==> config.mk <==
export PLATFORM = sky130hd
export DESIGN_NAME = pin_beacon_tx_flat
export DESIGN_NICKNAME = d
export VERILOG_FILES = /design/src/rtl/pin_beacon_pkg.sv /design/src/rtl/pin_beacon_tx_if.sv /design/src/rtl/pin_beacon_tx_uart_byte_ser.sv /design/src/rtl/pin_beacon_tx.sv /design/src/flat_wrapper.sv
export SDC_FILE = /design/constraint.sdc
export NUM_CORES = 1
export LEC_CHECK = 0
export BUFFER_PORTS_ARGS = -buffer_cell sky130_fd_sc_hd__buf_2
export CORE_MARGIN = 3
export CORE_UTILIZATION = 45
export DETAILED_ROUTE_END_ITERATION = 8
export HOLD_SLACK_MARGIN = 0.02
export PLACE_DENSITY = 0.6
export SLEW_MARGIN = 10
export SYNTH_ARGS = -nofsm -noshare
export SYNTH_HDL_FRONTEND = slang
export SYNTH_SLANG_ARGS = --single-unit
==> constraint.sdc <==
create_clock -name clk_i -period 18.4 [get_ports clk_i]
set_input_delay 1.84 -clock clk_i [delete_from_list [all_inputs] [get_ports clk_i]]
set_output_delay 1.84 -clock clk_i [all_outputs]
set_load 0.02 [all_outputs]
==> src/rtl/pin_beacon_pkg.sv <==
// Shared types, ASCII constants and the label formatter for the pin identity beacon.
package pin_beacon_pkg;

   typedef enum logic [1:0] {IDLE, LOAD, SEND, GAP} state_t;

   localparam logic [7:0] CH_A_BASE = 8'h40;
   localparam logic [7:0] CH_0      = 8'h30;
   localparam logic [7:0] CH_Q      = 8'h3F;
   localparam logic [7:0] CH_CR     = 8'h0D;
   localparam logic [7:0] CH_LF     = 8'h0A;

   localparam int LETTER_MAX = 26;
   localparam int NUMBER_MAX = 99;

   // bytes[0] goes out first
   typedef struct packed {
      logic [4:0][7:0] bytes;
      logic [2:0]      len;
   } msg_t;

   function automatic msg_t fmt_label(input logic [6:0] letter, input logic [6:0] number);
      msg_t       m;
      logic [6:0] units;
      logic [3:0] tens;
      m       = '0;
      units   = number;
      tens    = '0;
      if (letter == 7'd0 || letter > 7'(LETTER_MAX)) m.bytes[0] = CH_Q;
      else                                            m.bytes[0] = CH_A_BASE + {1'b0, letter};
      // Tens/units by repeated compare-subtract, no divider
      for (int i = 0; i < 9; i++) begin
         if (units >= 7'd10) begin
            units = units - 7'd10;
            tens  = tens + 4'd1;
         end
      end
      if (number > 7'(NUMBER_MAX)) begin
         m.bytes[1] = CH_Q;
         m.bytes[2] = CH_Q;
         m.bytes[3] = CH_CR;
         m.bytes[4] = CH_LF;
         m.len      = 3'd5;
      end else if (number < 7'd10) begin
         m.bytes[1] = CH_0 + {1'b0, units};
         m.bytes[2] = CH_CR;
         m.bytes[3] = CH_LF;
         m.len      = 3'd4;
      end else begin
         m.bytes[1] = CH_0 + {4'b0, tens};
         m.bytes[2] = CH_0 + {1'b0, units};
         m.bytes[3] = CH_CR;
         m.bytes[4] = CH_LF;
         m.len      = 3'd5;
      end
      return m;
   endfunction

endpackage

==> src/rtl/pin_beacon_tx_if.sv <==
// Label inputs and serial/status outputs of the pin beacon, grouped for port connection.
interface pin_beacon_tx_if;
   logic       en;
   logic [6:0] letter;
   logic [6:0] number;
   logic       tx;
   logic       busy;
   logic       msg_done;

   modport master (output en, letter, number, input tx, busy, msg_done);
   modport slave  (input en, letter, number, output tx, busy, msg_done);
endinterface

==> src/rtl/pin_beacon_tx_uart_byte_ser.sv <==
// 8N1 byte serializer: baud counter plus 10-bit frame shifter, one byte accepted per frame.
// line_nxt_o is the value the line takes after the coming edge, so the caller can register it.
module uart_byte_ser #(
   parameter int DIV = 16
) (
   input  logic       clk_i,
   input  logic       rst_i,
   input  logic       byte_valid_i,
   input  logic [7:0] byte_dat_i,
   output logic       byte_ready_o,
   output logic       line_nxt_o
);
   localparam int BW = $clog2(DIV);
   localparam logic [BW-1:0] BAUD_LAST = BW'(DIV - 1);

   logic [9:0]    shift_q, shift_d;
   logic [BW-1:0] baud_q, baud_d;
   logic [3:0]    bit_q, bit_d;
   logic          act_q, act_d;
   logic          rdy;

   always_ff @(posedge clk_i) begin
      if (rst_i) begin
         shift_q <= '1;
         baud_q  <= '0;
         bit_q   <= '0;
         act_q   <= 1'b0;
      end else begin
         shift_q <= shift_d;
         baud_q  <= baud_d;
         bit_q   <= bit_d;
         act_q   <= act_d;
      end
   end

   always_comb begin
      shift_d = shift_q;
      baud_d  = baud_q;
      bit_d   = bit_q;
      act_d   = act_q;
      // Ready on the final stop-bit cycle lets the next frame start with no idle gap
      rdy     = !act_q || (bit_q == 4'd9 && baud_q == BAUD_LAST);
      if (act_q) begin
         if (baud_q == BAUD_LAST) begin
            baud_d = '0;
            if (bit_q == 4'd9) begin
               act_d = 1'b0;
            end else begin
               bit_d   = bit_q + 4'd1;
               shift_d = {1'b1, shift_q[9:1]};
            end
         end else begin
            baud_d = baud_q + BW'(1);
         end
      end
      if (byte_valid_i && rdy) begin
         shift_d = {1'b1, byte_dat_i, 1'b0};
         baud_d  = '0;
         bit_d   = '0;
         act_d   = 1'b1;
      end
      line_nxt_o = act_d ? shift_d[0] : 1'b1;
   end

   assign byte_ready_o = rdy;

endmodule

==> src/rtl/pin_beacon_tx.sv <==
// Pin identity beacon: formats "<letter><number>\r\n" and repeats it as 8N1 UART on one pin.
// Optional PIN_BEACON_INV_EN inverts only the output flop (idle low) for inverting buffers.
module pin_beacon_tx
   import pin_beacon_pkg::*;
#(
   parameter int CLK_FREQ = 25000000,
   parameter int BAUD     = 9600,
   parameter int GAP_BITS = 20
) (
   input  logic            clk_i,
   input  logic            rst_i,
   pin_beacon_tx_if.slave  bus
);
   localparam int DIV     = CLK_FREQ / BAUD;
   localparam int GAP_CYC = GAP_BITS * DIV;
   localparam int GW      = $clog2(GAP_CYC + 1);
`ifdef PIN_BEACON_INV_EN
   localparam logic TX_RST = 1'b0;
`else
   localparam logic TX_RST = 1'b1;
`endif

   state_t        state_q, state_d;
   msg_t          msg_q, msg_d, msg_new;
   logic [2:0]    idx_q, idx_d;
   logic [GW-1:0] gap_q, gap_d;
   logic          tx_q, tx_d;
   logic          byte_vld, byte_rdy, line_nxt, accept, gap_last;
   logic [7:0]    byte_dat;
   logic          busy, msg_done;

   uart_byte_ser #(.DIV(DIV)) u_ser (
      .clk_i        (clk_i),
      .rst_i        (rst_i),
      .byte_valid_i (byte_vld),
      .byte_dat_i   (byte_dat),
      .byte_ready_o (byte_rdy),
      .line_nxt_o   (line_nxt)
   );

   assign msg_new  = fmt_label(bus.letter, bus.number);
   assign accept   = byte_vld && byte_rdy;
   assign gap_last = (gap_q == GW'(GAP_CYC - 1));

   always_ff @(posedge clk_i) begin
      if (rst_i) state_q <= IDLE;
      else       state_q <= state_d;
   end

   always_comb begin
      state_d = state_q;
      case (state_q)
         IDLE: if (bus.en) state_d = LOAD;
         LOAD: state_d = SEND;
         SEND: if (!byte_vld && byte_rdy) state_d = GAP;
         GAP:  if (gap_last) state_d = bus.en ? LOAD : IDLE;
         default: state_d = IDLE;
      endcase
   end

   always_comb begin
      busy     = (state_q != IDLE);
      msg_done = (state_q == GAP) && gap_last;
      byte_vld = 1'b0;
      byte_dat = msg_q.bytes[0];
      if (state_q == LOAD) begin
         byte_vld = 1'b1;
         byte_dat = msg_new.bytes[0];
      end else if (state_q == SEND) begin
         byte_vld = (idx_q != msg_q.len);
      end
   end

   // Byte list is held as a shifter so the head byte is always at index 0
   always_comb begin
      msg_d = msg_q;
      idx_d = idx_q;
      gap_d = (state_q == GAP) ? gap_q + GW'(1) : '0;
      if (state_q == LOAD) begin
         msg_d.bytes = {8'h00, msg_new.bytes[4:1]};
         msg_d.len   = msg_new.len;
         idx_d       = 3'd1;
      end else if (state_q == SEND && accept) begin
         msg_d.bytes = {8'h00, msg_q.bytes[4:1]};
         idx_d       = idx_q + 3'd1;
      end
`ifdef PIN_BEACON_INV_EN
      tx_d = ~line_nxt;
`else
      tx_d = line_nxt;
`endif
   end

   always_ff @(posedge clk_i) begin
      if (rst_i) begin
         msg_q <= '0;
         idx_q <= '0;
         gap_q <= '0;
         tx_q  <= TX_RST;
      end else begin
         msg_q <= msg_d;
         idx_q <= idx_d;
         gap_q <= gap_d;
         tx_q  <= tx_d;
      end
   end

   assign bus.tx       = tx_q;
   assign bus.busy     = busy;
   assign bus.msg_done = msg_done;

endmodule

==> src/flat_wrapper.sv <==
// flat-port wrapper written by rule: the top's interface ports become plain ports
module pin_beacon_tx_flat import pin_beacon_pkg::*;
#(
   parameter int CLK_FREQ = 25000000,
   parameter int BAUD     = 9600,
   parameter int GAP_BITS = 20
)
  (clk_i, rst_i, bus_en, bus_letter, bus_number, bus_tx, bus_busy, bus_msg_done);
  pin_beacon_tx_if bus_i ();
  input  logic clk_i;
  input  logic rst_i;
  input wire logic [$bits(bus_i.en)-1:0] bus_en;
  input wire logic [$bits(bus_i.letter)-1:0] bus_letter;
  input wire logic [$bits(bus_i.number)-1:0] bus_number;
  output wire logic [$bits(bus_i.tx)-1:0] bus_tx;
  output wire logic [$bits(bus_i.busy)-1:0] bus_busy;
  output wire logic [$bits(bus_i.msg_done)-1:0] bus_msg_done;
  assign bus_i.en = bus_en;
  assign bus_i.letter = bus_letter;
  assign bus_i.number = bus_number;
  assign bus_tx = bus_i.tx;
  assign bus_busy = bus_i.busy;
  assign bus_msg_done = bus_i.msg_done;
  pin_beacon_tx #(.CLK_FREQ(CLK_FREQ), .BAUD(BAUD), .GAP_BITS(GAP_BITS)) u_core (.clk_i(clk_i), .rst_i(rst_i), .bus(bus_i));
endmodule
# Word-level counts from Yosys, hierarchy flattened
# Index checks and enable logic that the tools add are counted.
[totals] output_inout_bits=3 in_bits=17 regBits=83 word_cells=132
[op_classes] muxes=45 bitwise=3 n_reduce_logical=22 n_addsub=24 order_cmp=12 n_eq_ne=11
[op_table] operator="$mux W32" count=3
[op_table] operator="$ge A7 B4 Y1 const B" count=9
[op_table] operator="$mux W7" count=9
[op_table] operator="$sub A7 B4 Y7 const B" count=9
[op_table] operator="$mux W4" count=9
[op_table] operator="$mux W9" count=4
[op_table] operator="$add A4 B1 Y4 const B" count=8
[op_table] operator="$mux W19" count=1
[op_table] operator="$add A16 B1 Y16 const B" count=1
[op_table] operator="$eq A16 B16 Y1 const B" count=1
[op_table] operator="$mux W8" count=2
[op_table] operator="$add A12 B1 Y12 const B" count=1
[op_table] operator="$eq A12 B12 Y1 const B" count=1
[op_table] operator="$mux W12" count=1
[op_table] operator="$mux W1" count=11
[op_table] operator="$reduce_and A3 Y1" count=3
[op_table] operator="$add A6 B7 Y8 const A" count=1
[op_table] operator="$add A7 B7 Y8 const A" count=1
[op_table] operator="$pmux W2 S4" count=1
[op_table] operator="$reduce_bool A2 Y1" count=4
[op_table] operator="$reduce_or A2 Y1" count=4
[op_table] operator="$add A6 B4 Y7 const A" count=1
[op_table] operator="$gt A7 B5 Y1 const B" count=1
[op_table] operator="$gt A7 B7 Y1 const B" count=1
[op_table] operator="other kinds (17)" count=30

# Logic depth before layout (Yosys ltp)
# Gate-level depths: netlist (run 1).
[logic_depth] word_depth=22 ltp_mapped=59 ltp_nobuf=55

# Cells and area by module
# From an unflattened synthesis (run 1), not the netlist that was laid out.
[unflattened] cells_unflattened=856 area_unflattened_um2=6458.7
[by_module_without_submodules] module="pin_beacon_tx" cells_per_inst=708 instances=1 seq_area_each_um2=860.8 area_per_inst_um2=5163.7
[by_module_without_submodules] module="uart_byte_ser" cells_per_inst=148 instances=1 seq_area_each_um2=520.5 area_per_inst_um2=1295.0

# Worst setup path before layout (run 1)
# No wires, ideal clock.
[synth_timing] path_type="input port to flip-flop" start="in bus_number[1]" end="reg u_core.msg_q[9] in the netlist's numbering" path_buffers=3 setup_ns=0.101 arrival_ns=11.028 setup_slack_ns=7.271 required_time_ns=18.299 cell_stages=50 path_cell_list="inv_1 -> ha_1 -> buf_2 -> nor2b_1 -> nor4_1 -> or2_2 -> inv_1 -> ha_1 -> nor4b_1 -> o31ai_2 -> o21ai_1 -> o21ai_0 -> and2_1 -> ha_1 -> nor2b_1 -> nand3_1 -> o22ai_1 -> or4_1 -> (+14 left out) -> xnor2_1 -> inv_1 -> ha_1 -> nand2b_1 -> nor3b_1 -> o21ba_2 -> clkbuf_1 -> o21ai_0 -> ha_1 -> nor3_1 -> o32ai_1 -> nand2_1 -> nand4_1 -> and2_1 -> inv_1 -> ha_1 -> xor2_1 -> o41ai_1"
[synth_between] elab_chain_len=22 elab_cells_between_ends=51 classes_between="add/sub: 19; order compare: 11; mux: 21"
[synth_lines] element="start: declaration" line_no="flat_wrapper.sv:14" text="input wire logic [$bits(bus_i.number)-1:0] bus_number;"
[synth_lines] element="$sub A7 B4 Y7 or $ge A7 B4 Y1 (tied branches)" line_no="pin_beacon_pkg.sv:33, pin_beacon_pkg.sv:32"
[synth_lines] element="$mux W7 or $mux W1 (tied branches)" line_no="pin_beacon_pkg.sv:32" text="if (units >= 7'd10) begin"
[synth_lines] element="$sub A7 B4 Y7, or another cell as far along" line_no="pin_beacon_pkg.sv:33" text="units = units - 7'd10;"
[synth_lines] element="$mux W7 or $mux W4 (tied branches)" line_no="pin_beacon_pkg.sv:32"
[synth_lines] element="$sub A7 B4 Y7, or another cell as far along" line_no="pin_beacon_pkg.sv:33"
[synth_lines] element="$mux W7 or $mux W4 (tied branches)" line_no="pin_beacon_pkg.sv:32"
[synth_lines] element="$sub A7 B4 Y7, or another cell as far along" line_no="pin_beacon_pkg.sv:33"
[synth_lines] element="$mux W7 or $mux W4 (tied branches)" line_no="pin_beacon_pkg.sv:32"
[synth_lines] element="(+6 left out)"
[synth_lines] element="$sub A7 B4 Y7, or another cell as far along" line_no="pin_beacon_pkg.sv:33"
[synth_lines] element="$mux W7 or $mux W4 (tied branches)" line_no="pin_beacon_pkg.sv:32"
[synth_lines] element="$sub A7 B4 Y7, or another cell as far along" line_no="pin_beacon_pkg.sv:33"
[synth_lines] element="$mux W7 or $mux W4 (tied branches)" line_no="pin_beacon_pkg.sv:32"
[synth_lines] element="$add A6 B7 Y8 or $add A6 B4 Y7 (tied branches)" line_no="pin_beacon_pkg.sv:44, pin_beacon_pkg.sv:49"
[synth_lines] element="$mux W19" line_no="pin_beacon_pkg.sv:43" text="end else if (number < 7'd10) begin"
[synth_lines] element="$mux W32 (*)" line_no="pin_beacon_pkg.sv:37" text="if (number > 7'(NUMBER_MAX)) begin"
[synth_lines] element="$mux W32 (*)" line_no="pin_beacon_tx.sv:79" text="if (state_q == LOAD) begin"
[synth_lines] element="end signal: assignment" line_no="pin_beacon_tx.sv:101" text="msg_q <= msg_d;"
[synth_lines] element="end: declaration" line_no="pin_beacon_tx.sv:24" text="msg_t msg_q, msg_d, msg_new;"
# Every way passes the cells marked *; elsewhere a longest branch is shown, timed or not.
# A chain may end at the register's enable or synchronous reset.

# Worst setup path after layout (run 1)
[layout_timing] start="in bus_number[1]" end="reg u_core.msg_q[8] in the netlist's numbering"
# The elaborated chain is that of the path after synthesis.

==> flow_metrics.py, run 1 <==
metrics = {
    "global_routing": {
        "antenna_found_initial": 0,
        "grt_pass1_vias": 5101,
        "grt_max_degree": 39,
        "grtUsageTotal_pct": 20.0,
        "grt_pass1_wl_um": 24200,
        "gr-total-overflow": 0,
    },
    "cts": {
        "cts_tree": "done",
        "cts_buffers": 9,
        "cts_buffer_depth": 2,
        "clock-sinks": 69,
        "post_cts_resize_count": 0,
        "h-tree-depth": 3,
        "postCtsHoldBufs": 0,
        "post_cts_buffers": 0,
        "clk_latency_ns": 0.33,
        "clk_pin_slew_ns": 0.05,
        "clockRootBuffer": "clkbuf_16",
    },
    "synth": {
        "avgSynthCellArea_sq_um": 7.61,
        "synth-seq-cells": 69,
        "synth_simple_gate_area_share_pct": 28.8,
        "synth_edf_count": 0,
        "postSynthCellCount": 768,
        "synth-seq-area-share_pct": 23.6,
        "synthXorXnorAreaFrac_pct": 7.94,
        "synth-compound-area-share_pct": 24.7,
        "synth_mux_area_share_pct": 4.80,
        "synthAdderAreaFrac_pct": 5.78,
        "ys_warn_count": 0,
        "ys.flop_type": "dfxtp_1",
        "netlist_area_sq_um": 5840,
        "postSynth.asyncResetShare_pct": 0,
        "synth_fp_nets": 812,
        "synth_top_family_by_area": "simple AND/OR/NAND/NOR gates",
        "synth_cell_types": 94,
    },
    "cells_and_area": {
        "ff_latch_area_sq_um": 1380,
        "drive_gt1_share_pct": 10.1,
        "fill_cells": 1246,
        "n_antenna_cell": 0,
        "fin_nets": 811,
        "multi_input_area_sq_um": 4210,
        "layout_commonest_cell": "nand2_1",
        "final_cells": 944,
        "syn_to_final_growth_pct": 7.90,
        "final_cell_mix": "89 x nand2_1, 81 x nor2_1, 69 x dfxtp_1",
    },
    "routing": {
        "first_pass_iters": 5,
        "route.detailed.drc": 0,
        "vias": 5563,
        "drt_iter0_drc": 341,
        "routedWlPerCell_um": 15.1,
        "avgViaCountPerCell": 5.89,
        "drtAntennaViolNets": 0,
        "drt-total-wl_um": 14200,
    },
    "setup_path": {
        "start_kind": "input pin",
        "required_ns": 18.59,
        "cpPeakStageDelay_ns": 0.78,
        "crit_type": "in -> reg",
        "crit_path_end_kind": "flop",
        "crit_fanout": 11,
        "critPathArrivalTime_ns": 12.60,
        "cp_top_family": "simple AND/OR/NAND/NOR gates",
        "path_common_cell": "ha_1",
        "crit_buf_inv": 6,
        "worst_path_max_delay_cell": "or4_1",
    },
    "sta": {
        "layout_min_cycle_time_ns": 12.42,
        "slew_headroom_pct": 32.8,
        "tns_ns": 0,
        "worstMarginPinSlew_ns": 1.00,
        "finalCritPeriodShare_pct": 67.5,
        "grt_setup_unrepaired": "false",
        "setup_viol": 0,
        "fin_skew_ns": 0.00786,
        "hold_ws_ns": 0.443,
        "fmax_mhz": 80.5,
        "hold_viol_final": 0,
        "worst_slack_ns": 5.98,
        "finalMaxSlewViolations": 0,
    },
    "flow_run": {
        "maxCapViolCount": 0,
    },
    "placement": {
        "gp_congestion": 0.912,
        "dp_slack_ns": 5.74,
        "place_inst": 928,
        "dp_hpwl_um": 10800,
        "io_buffers": 19,
    },
    "floorplanning": {
        "die_x_um": 120,
        "ios": 20,
        "dieArea_sq_um": 14400,
        "start_util_pct": 46.1,
        "core_sq_um": 12700,
        "fp.dieH_um": 120,
        "placementRows": 41,
    },
    "status": {
        "status": "finished clean",
    },
    "hold_path": {
        "hold_class": "reg -> reg",
    },
}
## state kept, by name, summed over array words and instances, names as in the netlist
name                  cells
u_core.u_ser.act_q        1
u_core.u_ser.shift_q      9
u_core.idx_q              3
u_core.gap_q             16
u_core.bus.tx             1
u_core.u_ser.bit_q        4
u_core.u_ser.baud_q      12
u_core.state_q            2
u_core.msg_q             21
## worst register-to-register path, cell delays in order (launching register included)
cell and delay [ns]:
dfxtp_1 0.33, inv_1 0.12, ha_1 0.76, inv_1 0.54, nand2_1 0.18, and3_1 0.59
nor2_1 0.37, nor4_1 0.36, a31oi_1 0.07, a21bo_2 0.21
## layout make-up
type                            instances  share of cell area (%)
Clock buffer                           11                    3.85
Inverter                               27                    1.61
Tap cell                              172                    3.41
Clock inverter                          5                   0.952
Timing Repair Buffer                   19                    1.51
Multi-Input combinational cell        641                    66.8
Sequential cell                        69                    21.9
## routing by layer
metal	vias to the layer above	part of all wire (%)	GRT usage [%]
met5	-	0	0
met2	114	48	33.5
li1	2825	-	-
met1	2611	47	26.9
met4	0	1.1	6.08
met3	13	3.6	2.31
## cell usage after synthesis, drive strengths merged, types with 6 or more instances
cell	n	area [sq um]
nand3	27	140
or3	10	62.6
o211ai	10	80.1
nand2b	10	62.6
o31ai	8	65.1
nand2	90	345
a31oi	17	106
xor2	29	254
and3	12	75.1
buf	11	76.3
a211o	7	70.1
mux2	8	93.8
a211oi	9	72.6
nor2b	6	37.5
or2	7	43.8
clkbuf	20	75.1
inv	27	101
a221oi	7	85.1
dfxtp	69	1380
ha	27	338
o21ai	37	189
and2	13	83.8
a21oi	59	299
o221ai	6	58.8
nor2	81	304
nor3	18	101
nand4	16	100
nor3b	6	45.0
xnor2	24	210
nor4	11	81.3
mux2i	17	186
## final timing paths
check | cells after the start | slack, ns | start | to
worst min register to register | 1 | 0.44 | u_core.gap_q[0]$_SDFF_PP0_ | u_core.gap_q[0]$_SDFF_PP0_
worst min-delay path | 1 | 0.44 | u_core.gap_q[0]$_SDFF_PP0_ | u_core.gap_q[0]$_SDFF_PP0_
worst max-delay path | 50 | 5.98 | bus_number[1] | u_core.msg_q[8]$_SDFFE_PP0P_
worst max register to register | 9 | 14.83 | u_core.state_q[1]$_SDFFE_PP0P_ | u_core.msg_q[13]$_SDFFE_PP0P_
## metrics by stage
step / area [sq um] / utilization [%]
final: 6310 / 49.8
after global routing: 6310 / 49.8
after CTS: 6310 / 49.8
after detailed placement: 6000 / 47.4
after global placement: 6000 / 47.4
after floorplan: 5840 / -
## logic make-up (layout without fill, tap and decap cells)
logic type      after synthesis  after routing
buf+inv                      58             62
xor+xnor                     53             53
flops                        69             69
compound gates              206            206
fa+ha+maj                    27             27
mux                          25             25
simple gates                330            330
Power of run 1 is left out: the tool's default activity adds up to more than one toggle a clock period on the data nets, which glitch-free logic cannot reach.
==> inputs of run 2 (changes only) <==
PLACE_DENSITY = 0.62   (was 0.6)
clock period = 11 ns   (was 18.4 ns; I/O delays follow)
==> run 2 against run 1 <==
  * Core utilization is 2.0 points higher
  * Worst setup slack worse by 5.3 ns
  * Final cell count increased by 2.6%
  * Wire length rose by 2.7%
  * Design area grew 4.0%
  * Sequential share of layout area is 0.84 points lower
  * Worst hold slack worse by 0.0023 ns
  * Register-to-register slack got worse by 7.4 ns
  * First-iteration DRC count grew 7.6%
==> flow_metrics.py, run 2 (synthesized netlist as in run 1, its figures left out) <==
metrics = {
    "status": {
        "status": "finished clean",
    },
    "cts": {
        "cts_buffer_depth": 2,
        "cts_buffers": 9,
        "cts_tree": "done",
        "clock-sinks": 69,
        "h-tree-depth": 3,
        "clk_latency_ns": 0.33,
        "clockRootBuffer": "clkbuf_16",
        "clk_pin_slew_ns": 0.06,
    },
    "floorplanning": {
        "ios": 20,
        "dieArea_sq_um": 14400,
        "core_sq_um": 12700,
        "start_util_pct": 46.1,
        "placementRows": 41,
        "die_x_um": 120,
        "fp.dieH_um": 120,
    },
    "sta": {
        "fin_skew_ns": 0.00574,
        "fmax_mhz": 96.5,
        "layout_min_cycle_time_ns": 10.36,
        "tns_ns": 0,
        "finalCritPeriodShare_pct": 94.2,
        "slew_headroom_pct": 32.0,
        "worstMarginPinSlew_ns": 1.02,
        "finalMaxSlewViolations": 0,
        "hold_viol_final": 0,
        "setup_viol": 0,
    },
    "flow_run": {
        "maxCapViolCount": 0,
    },
    "cells_and_area": {
        "reg_top3": "u_core.msg_q: 21 flops, u_core.gap_q: 16 flops, u_core.u_ser.baud_q: 12 flops",
        "drive_gt1_share_pct": 13.8,
        "n_antenna_cell": 0,
        "final_util_pct": 51.8,
        "design_area_sq_um": 6560,
        "final_cell_mix": "88 x nand2_1, 81 x nor2_1, 69 x dfxtp_1",
        "layout_commonest_cell": "nand2_1",
        "syn_to_final_growth_pct": 12.2,
        "fin_nets": 836,
        "largest-register": "u_core.msg_q",
        "largest_register_ffs": 21,
    },
    "routing": {
        "route.detailed.drc": 0,
        "drtAntennaViolNets": 0,
        "routedWlPerCell_um": 15.1,
        "first_pass_iters": 5,
        "drt-total-wl_um": 14600,
        "vias": 5679,
        "drt_iter0_drc": 367,
        "avgViaCountPerCell": 5.86,
    },
    "global_routing": {
        "grt_pass1_vias": 5332,
        "gr-total-overflow": 0,
        "antenna_found_initial": 0,
        "grt_pass1_wl_um": 24700,
        "grtUsageTotal_pct": 20.4,
        "grt_max_degree": 39,
    },
    "setup_path": {
        "crit_type": "in -> reg",
        "cpPeakStageDelay_ns": 0.59,
        "worst_path_max_delay_cell": "or4_1",
        "critPathArrivalTime_ns": 10.55,
        "required_ns": 11.18,
        "start_kind": "input pin",
        "path_common_cell": "ha_1",
        "crit_path_end_kind": "flop",
        "crit_fanout": 9,
    },
    "placement": {
        "place_area_sq_um": 6180,
        "gp_congestion": 0.907,
        "io_buffers": 19,
        "dp_hpwl_um": 11000,
    },
    "hold_path": {
        "hold_class": "reg -> reg",
    },
}
[run 2: changes by cell type in the layout (fill, tap and decap cells not counted), sizes merged]
| cell | delta |
|---|---|
| clkinv | +1 |
| clkinvlp | -2 |
| buf | +25 |
| bufinv | +1 |
[run 2: cell type report]
class / count / area (sq um)
fillers: 1235 / 6110
multi-input cells: 641 / 4250
flip-flops and latches: 69 / 1380
repair buffers: 44 / 283
clock buffers: 11 / 243
well taps: 172 / 215
inverters: 27 / 101
clock inverters: 5 / 83.8
[run 2: through the flow]
stage	setup slack (ns)	hold WS (ns)	std cells
finish	0.638	0.441	969
global route	-0.0384	0.482	969
CTS	0.601	0.446	967
detailed placement	0.306	0.437	951
global placement	0.556	0.424	951
floorplan	0.611	0.413	768
[run 2: path summary, 6_finish.rpt]
path / start / to / slack (ns) / cells past startpoint
setup / recovery: bus_number[2] / u_core.msg_q[8]$_SDFFE_PP0P_ / 0.64 / 50
hold / removal: u_core.u_ser.shift_q[7]$_SDFFE_PP1P_ / u_core.u_ser.shift_q[7]$_SDFFE_PP1P_ / 0.44 / 2
setup reg to reg: u_core.state_q[1]$_SDFFE_PP0P_ / u_core.msg_q[13]$_SDFFE_PP0P_ / 7.42 / 9
hold reg to reg: u_core.u_ser.shift_q[7]$_SDFFE_PP1P_ / u_core.u_ser.shift_q[7]$_SDFFE_PP1P_ / 0.44 / 2
[run 2: per-layer routing]
metal | vias to the layer above | share of wire, % | global-route usage [%]
met5 | - | 0 | 0
met4 | 0 | 1.8 | 6.94
met3 | 21 | 4.5 | 3.25
met2 | 152 | 48 | 34.0
met1 | 2638 | 46 | 26.9
li1 | 2868 | - | -
[run 2: critical path, delay by kind of cell]
family / cells / cell delay (ns)
XOR/XNOR: 1 / 0.22
adder cells (fa/ha/maj): 7 / 1.52
AND/OR/NAND/NOR: 17 / 3.19
multiplexers: 2 / 0.50
AO/OA/AOI/OAI: 14 / 3.00
buffers and inverters: 9 / 1.00
[run 2: repair_timing]
action | 4_1_cts | 5_1_grt
buffers inserted | 0 | 2
hold buffers | 0 | 0
endpoints found under the setup margin | 0 | 11
gates resized for setup | 0 | 9
endpoints found under the hold margin | 0 | 0
Power of run 2 is left out for the same reason.
